<file path="src/rtl/kbd_common_pkg.sv">
// Shared types for the keyboard event path: event layout, bus register map, register bit positions.
package kbd_common;

  localparam int KBD_VK_W = 8;

  typedef struct packed {
    logic                is_break;
    logic [KBD_VK_W-1:0] vk;
  } kbd_event_t;

  typedef enum logic [3:0] {
    REG_DATA    = 4'd0,
    REG_CONTROL = 4'd1,
    REG_STATUS  = 4'd2
  } kbd_reg_t;

  localparam int CTRL_IRQ_EN   = 0;
  localparam int CTRL_FLUSH    = 1;
  localparam int CTRL_OVF      = 2;
  localparam int CTRL_WM_LSB   = 8;

  localparam int DATA_VALID    = 16;

  localparam int STAT_CNT_LSB  = 0;
  localparam int STAT_EMPTY    = 16;
  localparam int STAT_FULL     = 17;
  localparam int STAT_OVF      = 18;
  localparam int STAT_DROP_LSB = 24;

endpackage

</file>
<file path="src/rtl/kbd_key_state.sv">
// Per-key held bitmap used to suppress typematic repeats (only built with KBD_REPEAT_FILTER_EN).
module kbd_key_state #(
  parameter int VK_WIDTH = 8
) (
  input  logic                clk_i,
  input  logic                rst_i,
  input  logic                clear_i,
  input  logic                upd_i,
  input  logic [VK_WIDTH-1:0] vk_i,
  input  logic                is_break_i,
  output logic                held_o
);

  logic [(2**VK_WIDTH)-1:0] held_q;

  assign held_o = held_q[vk_i];

  always_ff @(posedge clk_i) begin
    if (rst_i || clear_i) held_q <= '0;
    else if (upd_i)       held_q[vk_i] <= !is_break_i;
  end

endmodule

</file>
<file path="src/rtl/kbd_event_queue.sv">
// Bus-facing keyboard event queue with flush, sticky overflow, drop counter and watermark interrupt.
// Define KBD_REPEAT_FILTER_EN to drop make events for keys already held.
module kbd_event_queue
  import kbd_common::*;
#(
  parameter int DEPTH_LOG2 = 5,
  parameter int VK_WIDTH   = 8,
  parameter int DROP_WIDTH = 8
) (
  input  logic                clk_i,
  input  logic                rst_i,
  output logic                interrupt_o,
  input  logic [VK_WIDTH-1:0] vk_i,
  input  logic                is_break_i,
  input  logic                valid_i,
  input  logic                chip_select_i,
  input  logic [3:0]          addr_i,
  input  logic                read_enable_i,
  output logic [31:0]         read_data_o,
  input  logic [31:0]         write_data_i,
  input  logic [3:0]          write_mask_i
);

  localparam int DEPTH = 1 << DEPTH_LOG2;
  localparam int EW    = VK_WIDTH + 1;
  localparam int CW    = DEPTH_LOG2 + 1;
  localparam logic [DROP_WIDTH-1:0] DROP_MAX = '1;

  logic [EW-1:0]         mem [DEPTH];
  logic [DEPTH_LOG2-1:0] head_q, head_d, tail_q, tail_d;
  logic [CW-1:0]         count_q, count_d;
  logic                  ovf_q, ovf_d;
  logic [DROP_WIDTH-1:0] drops_q, drops_d;
  logic                  irq_en_q, irq_en_d;
  logic [7:0]            wm_q, wm_d;
  logic                  irq_q, irq_d;
  logic [31:0]           rdata_q, rdata_d;

  logic wr, rd, wr_ctrl, wr_stat, flush, pop, push, ovf_evt, evt;
  logic empty, full;
  logic [7:0]  wm_eff;
  logic [15:0] data_lo;
  logic [31:0] rd_word;
  logic unused_ok;

  assign unused_ok = ^{write_data_i[31:16], write_data_i[7:3], write_mask_i[3:2]};

  assign empty   = (count_q == '0);
  assign full    = (count_q == CW'(DEPTH));
  assign wr      = chip_select_i && !read_enable_i && (write_mask_i != 4'b0);
  assign rd      = chip_select_i && read_enable_i;
  assign wr_ctrl = wr && (addr_i == REG_CONTROL);
  assign wr_stat = wr && (addr_i == REG_STATUS);
  assign flush   = wr_ctrl && write_mask_i[0] && write_data_i[CTRL_FLUSH];
  assign pop     = rd && (addr_i == REG_DATA) && !empty;

`ifdef KBD_REPEAT_FILTER_EN
  logic held;

  kbd_key_state #(.VK_WIDTH(VK_WIDTH)) u_key_state (
    .clk_i      (clk_i),
    .rst_i      (rst_i),
    .clear_i    (flush),
    .upd_i      (valid_i && !flush),
    .vk_i       (vk_i),
    .is_break_i (is_break_i),
    .held_o     (held)
  );

  // A repeat make never reaches the queue, so it cannot count as a drop.
  assign evt = valid_i && !rst_i && !(held && !is_break_i);
`else
  assign evt = valid_i && !rst_i;
`endif

  // Popping a full queue frees the slot the simultaneous push lands in.
  assign push    = evt && !flush && (!full || pop);
  assign ovf_evt = evt && !flush && full && !pop;

  always_comb begin
    head_d  = head_q;
    tail_d  = tail_q;
    count_d = count_q;
    if (flush) begin
      head_d  = '0;
      tail_d  = '0;
      count_d = '0;
    end else begin
      if (pop)  head_d = head_q + DEPTH_LOG2'(1);
      if (push) tail_d = tail_q + DEPTH_LOG2'(1);
      case ({push, pop})
        2'b10:   count_d = count_q + CW'(1);
        2'b01:   count_d = count_q - CW'(1);
        default: count_d = count_q;
      endcase
    end
  end

  always_comb begin
    irq_en_d = irq_en_q;
    wm_d     = wm_q;
    ovf_d    = ovf_q;
    drops_d  = drops_q;
    if (wr_ctrl && write_mask_i[0]) begin
      irq_en_d = write_data_i[CTRL_IRQ_EN];
      if (write_data_i[CTRL_OVF]) ovf_d = 1'b0;
    end
    if (wr_ctrl && write_mask_i[1]) wm_d = write_data_i[CTRL_WM_LSB +: 8];
    if (ovf_evt) ovf_d = 1'b1;
    if (wr_stat)                           drops_d = '0;
    else if (ovf_evt && drops_q != DROP_MAX) drops_d = drops_q + DROP_WIDTH'(1);
  end

  assign wm_eff = (wm_q == 8'd0) ? 8'd1 : wm_q;
  assign irq_d  = irq_en_q && (9'(count_q) >= {1'b0, wm_eff});

  always_comb begin
    data_lo = '0;
    if (!empty) data_lo[EW-1:0] = mem[head_q];
    rd_word = '0;
    case (addr_i)
      REG_DATA: begin
        rd_word[15:0]      = data_lo;
        rd_word[DATA_VALID] = !empty;
      end
      REG_CONTROL: begin
        rd_word[CTRL_IRQ_EN]        = irq_en_q;
        rd_word[CTRL_OVF]           = ovf_q;
        rd_word[CTRL_WM_LSB +: 8]   = wm_q;
      end
      REG_STATUS: begin
        rd_word[STAT_CNT_LSB +: 9]  = 9'(count_q);
        rd_word[STAT_EMPTY]         = empty;
        rd_word[STAT_FULL]          = full;
        rd_word[STAT_OVF]           = ovf_q;
        rd_word[STAT_DROP_LSB +: 8] = 8'(drops_q);
      end
      default: rd_word = '0;
    endcase
    rdata_d = rd ? rd_word : rdata_q;
  end

  always_ff @(posedge clk_i) begin
    if (push) mem[tail_q] <= {is_break_i, vk_i};
  end

  always_ff @(posedge clk_i) begin
    if (rst_i) begin
      head_q   <= '0;
      tail_q   <= '0;
      count_q  <= '0;
      ovf_q    <= 1'b0;
      drops_q  <= '0;
      irq_en_q <= 1'b1;
      wm_q     <= 8'd1;
      irq_q    <= 1'b0;
      rdata_q  <= '0;
    end else begin
      head_q   <= head_d;
      tail_q   <= tail_d;
      count_q  <= count_d;
      ovf_q    <= ovf_d;
      drops_q  <= drops_d;
      irq_en_q <= irq_en_d;
      wm_q     <= wm_d;
      irq_q    <= irq_d;
      rdata_q  <= rdata_d;
    end
  end

  assign interrupt_o = irq_q;
  assign read_data_o = rdata_q;

endmodule

</file>
<file path="config.mk">
export PLATFORM = sky130hd
export DESIGN_NAME = kbd_event_queue
export DESIGN_NICKNAME = d
export VERILOG_FILES = /design/src/rtl/kbd_common_pkg.sv /design/src/rtl/kbd_key_state.sv /design/src/rtl/kbd_event_queue.sv
export SDC_FILE = /design/constraint.sdc
export NUM_CORES = 1
export LEC_CHECK = 0
export CORE_ASPECT_RATIO = 1.1
export CORE_MARGIN = 2
export CORE_UTILIZATION = 53
export CTS_CLUSTER_DIAMETER = 60
export DETAILED_ROUTE_END_ITERATION = 7
export PLACE_DENSITY = 0.83
export SYNTH_ARGS = -nofsm -noshare
export SYNTH_HDL_FRONTEND = slang
export SYNTH_HIERARCHICAL = 1
export SYNTH_SLANG_ARGS = --single-unit
</file>
<file path="constraint.sdc">
create_clock -name clk_i -period 2.5 [get_ports clk_i]
set_clock_uncertainty 0.05 [all_clocks]
set_input_delay 0.5 -clock clk_i [delete_from_list [all_inputs] [get_ports clk_i]]
set_output_delay 0.5 -clock clk_i [all_outputs]
set_load 0.02 [all_outputs]
</file>
==> reports/summary.md, run 1 <==
The flow ran to the end, but the final reports show violations. The checks that failed: setup timing. Sequential cells were found to cover 70.3% of the synthesized design area. The root buffer cell was clkbuf_16. The tool flagged a number of max-cap violations equal to 0. The number of nets at the end of the flow is 1,093. The tools report the post-detailed-route count of antenna-violating nets as 0.

The post-detailed-route via-to-cell ratio was 6.23; the register-to-register setup slack was -0.01 ns. The tools report the post-route total power as 0.0123 W. Walking the worst path, the cells encountered are clkdlybuf4s50_1, or3_1, buf_4, nor3_2, o21ba_2, nand2_1, buf_4, nor2_1, buf_6. Maximum level of the CTS H-tree: 2. STA classifies the critical path startpoint as a primary input. At the end of routability-driven placement, the weighted congestion stood at 0.920. In the routed design, unresolved DRC markers number 0. The total overflow left after global routing is 0. In this run, synthesis inferred 288 flip-flops with an integrated enable.

In the finished design, the share of the clock period the worst path needs comes to 100%. After synthesis, the share of flip-flops with an asynchronous set or reset is 0%. The layer flagged by global routing as most heavily used is met2.

The run gives 0 as the count of inserted antenna diode cells. The initial antenna violation count came out at 2. The area share of the leading cell type in the synthesized netlist is 60.9%. The critical path contains buffers and inverters numbering 4 combined. The die is 176 µm tall. After filler insertion, the fill cell instance count of the layout stands at 1,682.

At the later pin of the worst-skew pair, clock insertion delay measures 0.53 ns. The clock net in this run drives a total of 355 sinks. The final route contains 8,748 vias. The first-pass GRT wire length was 52,300 µm; the final setup TNS was -0.0590 ns. The synthesized cell area came out at 14,200 µm². The run gives 43.2% as the routing usage on met2. In this design, the critical path's most frequently occurring cell is buf_4. The count of unique library cells instantiated by Yosys was 64.

The floorplan step set the die width to 160 µm. In this design, the largest share of critical-path delay is due to buffers and inverters. The worst hold path terminates at read_data_o[15].

Layout overhead on the synthesized area: 21.9%. The time the worst path needs with I/O delays and setup was 2.51 ns; the via count of the first global-routing pass was 8,801. The met1 usage in global routing is 31.0%.

For this design, the slowest cell found on the critical path is or3_1. Worst flop-to-flop path endpoint: read_data_o[2]. The final routed wire length divided by cell count is 25.1 µm, and the synthesis-stage register bit count is 355. After clock tree synthesis, the clock-pin slew on the worst setup and hold paths is 0.06 ns.

The ratio of cells with drive above 1 in the final layout is 23.8%, and the number of detailed-routing iterations run before antenna repair is 8. Sorting the synthesized cells by area gives the leading types as edfxtp_1 (61%), dfxtp_1 (9.4%), mux4_2 (8.9%). For the die area, the log shows 28,100 µm². The core region is 26,200 µm². For the setup violation total in the final timing report, the log shows 7. Counting cells, the worst reg-to-reg path comes to 6.

Derived from the worst setup path, the maximum achievable clock frequency is 0.398 GHz. The largest single stage delay on the critical path is 0.45 ns. The number of placed I/O pins was 87; the count of buffers from port buffering was 60.

The floorplan has 62 rows. The worst setup path is captured at a flop. Among all flip-flop cells after synthesis, the most frequent one is edfxtp_1.

Summed over all cells, the static leakage comes to 5.72 nW. Detailed placement finished with a half-perimeter wire length of 21,700 µm. Global routing consumed, over all layers together, 24.8% of the routing resources. The clock passes through at most 3 buffers.

The hold violation total from the final report came out at 0. Dividing total power by cell area gives a power density of 712 nW/µm². The logs give 0 for the number of max-slew violations in the final report and 39 for the pin count of the biggest net entering global routing.

In the global route stage, met3 resource usage came out at 4.79%. The critical path in this run is classified as in -> reg. The worst hold path passes through 2 cells. The startpoint identified for the worst hold timing path is read_data_o[15]. Hold repair after CTS inserted 0 buffers. STA puts the critical path data required time at 2.68 ns. The number of cells produced by synthesis came out at 855.

Counting the buffers created by CTS gives 36. Across the VDD grid, the largest voltage drop is 977 µV. The initial detailed-routing violation count is 1,281, and the worst setup margin is -0.0110 ns. The worst hold path belongs to the class reg -> reg. The largest total area in the synthesized netlist belongs to edfxtp_1. On the final layout, the worst hold slack is 0.406 ns. In this run the worst path has a maximum fanout of 9. Arrival time of the worst setup path: 2.69 ns. The initial utilization of the core area, before any placement, comes to 54.2%. Each instance of the synthesized netlist takes up on average 16.6 µm². The routed design has 35,200 µm of wire. TritonCTS built the clock tree. The Yosys step of the flow raised 6 warnings.
-- cells in the final DEF (no fill, tap or decap), drive strengths merged, types with 10 or more instances in the layout --
cell,Yosys,routed
clkinv,0,17
nand3,20,20
mux4,65,65
buf,30,113
mux2i,29,29
a22oi,23,23
nor3,10,10
ha,13,13
xor2,13,13
inv,12,12
clkdlybuf4s50,0,60
edfxtp,288,288
nor2,87,87
nand2,46,46
a21oi,20,20
clkbuf,14,40
dfxtp,67,67
-- cell usage after synthesis, types with 4 or more instances --
cell type and n:
edfxtp_1 288, nor2_1 86, dfxtp_1 67, mux4_2 56, nand2_1 46, mux2i_1 29, a22oi_1 23, a21oi_1 20
nand3_1 20, clkbuf_1 14, ha_1 13, xor2_1 13, buf_4 12, inv_1 12, buf_2 10, mux4_1 9
o22ai_1 9, nor3_1 8, a221oi_1 7, buf_6 7, nand3b_1 7, nand4_1 7, nor2b_1 7, o21ai_0 6
or4_1 6, and3_1 5, xnor2_1 5, a21boi_0 4, or3_1 4
-- power breakdown --
| group | switching, W | internal [W] | leakage (nW) |
|---|---|---|---|
| registers | 0.0000158 | 0.00640 | 3.13 |
| clock network | 0.00220 | 0.00328 | 0.588 |
| logic | 0.000257 | 0.000166 | 2.00 |
-- sequential cells by signal (all words and copies together) (netlist names), named ones only --
signal       cells
count_q          6
head_q           5
drops_q          8
tail_q           5
irq_en_q         1
mem            288
wm_q             8
ovf_q            1
read_data_o     27
interrupt_o      1
-- metrics by stage --
stage | utilization (%) | instances | setup slack [ns] | area [µm²]
after global routing | 66.0 | 1404 | -0.0267 | 17300
after global placement | 61.3 | 1339 | -0.361 | 16100
after floorplan | - | 859 | -0.0677 | 14300
after detailed placement | 61.3 | 1339 | -0.420 | 16100
final | 66.0 | 1404 | -0.0110 | 17300
after CTS | 65.9 | 1403 | 0.00792 | 17300
-- worst max-delay path by stage --
| stage | from | end | slack (ns) | cells after the start |
|---|---|---|---|---|
| 4_1_cts | addr_i[0] | mem[21][1] | 0.008 | 9 |
| 5_1_grt | flop | read_data_o[2] | -0.03 | 6 |
| 2_1_floorplan | addr_i[0] | mem[11][0] | -0.07 | 7 |
| 6_report | addr_i[0] | mem[6][4] | -0.01 | 9 |
| 3_3_place_gp | addr_i[3] | mem[16][3] | -0.36 | 9 |
| 3_5_place_dp | addr_i[0] | mem[21][3] | -0.42 | 9 |
-- cells by family after synthesis --
logic type / count (synthesis) / synth area share [%]
adders and majority gates: 13 / 1.14
AOI/OAI and AO/OA: 102 / 5.15
buffers and inverters: 56 / 2.25
and+or+nand+nor: 216 / 7.44
xor gates and xnor gates: 18 / 1.11
DFF: 355 / 70.3
muxes: 94 / 12.6
other: 1 / 0.0264
-- layer usage --
metal / part of all wire (%) / vias up
li1: - / 3713
met1: 35 / 4348
met2: 50 / 572
met3: 9.6 / 115
met4: 4.5 / 0
met5: 0 / -
-- final cells by class --
type	instances	area (µm²)	area share, %
inverter	12	45.0	0.260
timing repair buffer	173	1660	9.61
sequential	355	10000	57.7
clock buffer	40	958	5.53
clock inverter	24	254	1.47
tap	352	440	2.54
multi-input combinational	448	3960	22.9
-- worst register-to-register path: cells and delay by family, from the launching register on --
kind	cells	cell delay, ns
buffers and inverters	1	0.20
AOI/OAI and AO/OA	3	0.93
and+or+nand+nor	1	0.12
DFF	1	0.52
muxes	1	0.55
-- timing repair --
action / 4_1_cts / 5_1_grt
setup endpoints to repair: 0 / 33
buffers inserted: 0 / 1
gates resized for setup: 0 / 7
(Power assumes the default switching activity.)
==> inputs of run 2 (changes only) <==
CORE_MARGIN = unset   (was 2)
==> reports/summary.md, run 2 (synthesized netlist as in run 1, its figures left out) <==
The hold violation total from the final report is 0 (unchanged), and the power per unit of standard cell area is 696 nW/µm² (was 712 nW/µm²). The detailed-route via count was 8,655 (was 8,748); the placed cell count was 1,344 (was 1,339). The most common cell after layout, fill and taps aside was edfxtp_1 (unchanged). The cell count of the worst hold path came out at 2 (unchanged). Worst setup path category: reg -> reg (was in -> reg). The maximum level of the CTS H-tree is 2 (unchanged), and the cell depth of the worst flop-to-flop path is 6 (unchanged). Highest routed metal layer: met5 (was met4). The ratio of cells with drive above 1 in the final layout was 24.2% (was 23.8%); the count of inserted antenna diode cells was 0 (unchanged). The run gives 12,600 µm (was 12,500 µm) as the met1 wire length.

For the number of maximum-capacitance violations, the log shows 0 (unchanged). The number of max-slew violations in the final report is 0 (unchanged). The logs give 1,692 (was 1,682) for the final-layout fill cell count and 25.1% (was 24.8%) for the global-route usage over all layers.

The post-detailed-route via-to-cell ratio works out to 6.10 (was 6.23). TritonCTS built the clock tree. The pin count of the biggest net entering global routing was 39 (unchanged). The logs give 0 (unchanged) for the post-detailed-route count of antenna-violating nets and 8,587 (was 8,801) for the via count of the first global-routing pass. The reported leakage power was 5.75 nW (was 5.72 nW); the final routed wire length divided by cell count was 24.4 µm (was 25.1 µm). The time the worst path needs with I/O delays and setup came out at 2.46 ns (was 2.51 ns). The number of placed I/O pins is 87 (unchanged), and the die area is 27,500 µm² (was 28,100 µm²). For the placeable core region, the log shows 26,200 µm² (unchanged). Register with the highest flop count: mem (unchanged). Leading cell types in the layout, fill and taps excluded: edfxtp_1 (288), buf_4 (107), nor2_1 (73) (was edfxtp_1 (288), buf_4 (93), nor2_1 (72)). For the setup violation total in the final timing report, the log shows 0 (was 7). The tools report the final setup TNS as 0 ns (was -0.0590 ns). The tools report the design area as 17,300 µm² (about the same). The register clock-pin slew on the reported worst setup and hold paths was 0.06 ns (about the same).

Root buffer cell: clkbuf_16 (unchanged). The final weighted congestion in routability-driven placement was 0.874 (was 0.920); the maximum frequency from static timing analysis was 0.407 GHz (was 0.398 GHz). The flow ran to the end, and the final reports show no timing, DRC or antenna violations. The tools report the startpoint kind of the worst setup timing path as a flop (was a primary input). For the maximum VDD drop, the log shows 618 µV (was 977 µV). For the placed cell area, the log shows 16,100 µm² (about the same). The half-perimeter wire length after detailed placement is 21,300 µm (was 21,700 µm), and the initial detailed-routing violation count is 1,003 (was 1,281). The flip-flop count of the largest register, all copies and words added is 288 (unchanged). The count of buffers from port buffering was 60 (unchanged).

The tools report the arrival time of the worst setup path as 2.79 ns (was 2.69 ns). The initial core utilization was 54.2% (unchanged). The layout overhead on the synthesized area came out at 21.8% (was 21.9%). The critical path capture point type is a flop (unchanged). The row count came out at 62 (unchanged). The logs give 3 (unchanged) for the maximum clock insertion buffer count and 5 (was 8) for the number of detailed-routing iterations run before antenna repair. The die outline height was 174 µm (was 176 µm). For the post-route DRC violation count, the log shows 0 (unchanged). The run gives 17,200 µm (was 17,800 µm) as the met2 routed wirelength. The tools report the amount of wire on met3 after detailed routing as 2980 µm (was 3360 µm). The tools report the wire length after detailed routing as 34,600 µm (was 35,200 µm). Required time at the worst-slack endpoint: 2.83 ns (was 2.68 ns).

For the number of clock sinks, the log shows 355 (unchanged). The run gives 0.398 ns (was 0.406 ns) as the worst hold-check slack. The initial antenna violation count is 1 (was 2). The number of buffers created by CTS is 37 (was 36), and the portion of the clock cycle consumed by the worst path in the final layout is 98.3% (was 100%). For the final instance count without filler cells, the log shows 1,418 (was 1,404). The type of the worst min-delay path is reg -> reg (unchanged).

The floorplan die width was 158 µm (was 160 µm). The tools report the number of nets at the end of the flow as 1,105 (was 1,093). The post-route total power is 0.0120 W (was 0.0123 W), and the maximum fanout encountered on the critical timing path is 16 (was 9).

For the remaining global-route overflow, the log shows 0 (unchanged). The first-pass GRT wire length is 50,700 µm (was 52,300 µm), and the clock latency of the later-clocked register in the worst-skew pair is 0.51 ns (was 0.53 ns).
==> run 2: cell count changes in the layout (fill, tap and decap cells not counted), sizes merged <==
cell	change
clkbuf	+12
buf	+11
clkinv	-7
bufinv	-4
inv	+3
clkinvlp	-1
==> run 2: area by class of cell <==
cell class,instances,area [µm²],share of cell area [%]
inverters,12,45.0,0.260
multi-input cells,448,3950,22.8
repair buffers,184,1730,9.97
clock inverters,15,106,0.614
well taps,352,440,2.54
flip-flops and latches,355,10000,57.7
clock buffers,52,1040,6.03
==> run 2: what timing repair did <==
action,in CTS,in global routing
resized for setup,1,5
setup buffers,0,7
hold buffers,0,0
endpoints found under the hold margin,0,0
setup endpoints to repair,1,11
==> run 2: final timing paths <==
check	start	endpoint	slack [ns]
setup / recovery	flop	read_data_o[0]	0.04
hold / removal	read_data_o[15]	read_data_o[15]	0.40
setup reg to reg	flop	read_data_o[0]	0.04
hold reg to reg	read_data_o[15]	read_data_o[15]	0.40
==> run 2: stage by stage <==
step                utilization [%]  setup WS, ns
floorplan                         -       -0.0677
global placement               61.4        -0.362
detailed placement             61.4        -0.423
CTS                            65.8        0.0398
global route                   66.0      -0.00477
finish                         66.0        0.0429
==> run 2: report_power, final <==
| group | internal, W | total (W) | switching (W) |
|---|---|---|---|
| sequential | 0.00641 | 0.00642 | 0.0000158 |
| combinational | 0.000166 | 0.000421 | 0.000255 |
| clock | 0.00303 | 0.00520 | 0.00217 |
==> run 2: metal layers <==
layer | GRT usage [%] | up-vias
met2 | 41.2 | 521
li1 | - | 3738
met5 | 0 | -
met3 | 5.27 | 118
met4 | 12.0 | 2
met1 | 31.8 | 4276
==> run 2: worst max-delay path: stages, from the launching register on <==
cell	delay, ns
dfxtp_4	0.49
buf_12	0.23
mux4_2	0.53
a22oi_1	0.38
nand2_1	0.14
o21ai_0	0.37
a221oi_1	0.14
==> inputs of run 3 (changes only) <==
SLEW_MARGIN = 20   (was unset)
==> results of run 3 <==
Same layout as run 2: the final DEF is identical, and so are final timing and power.
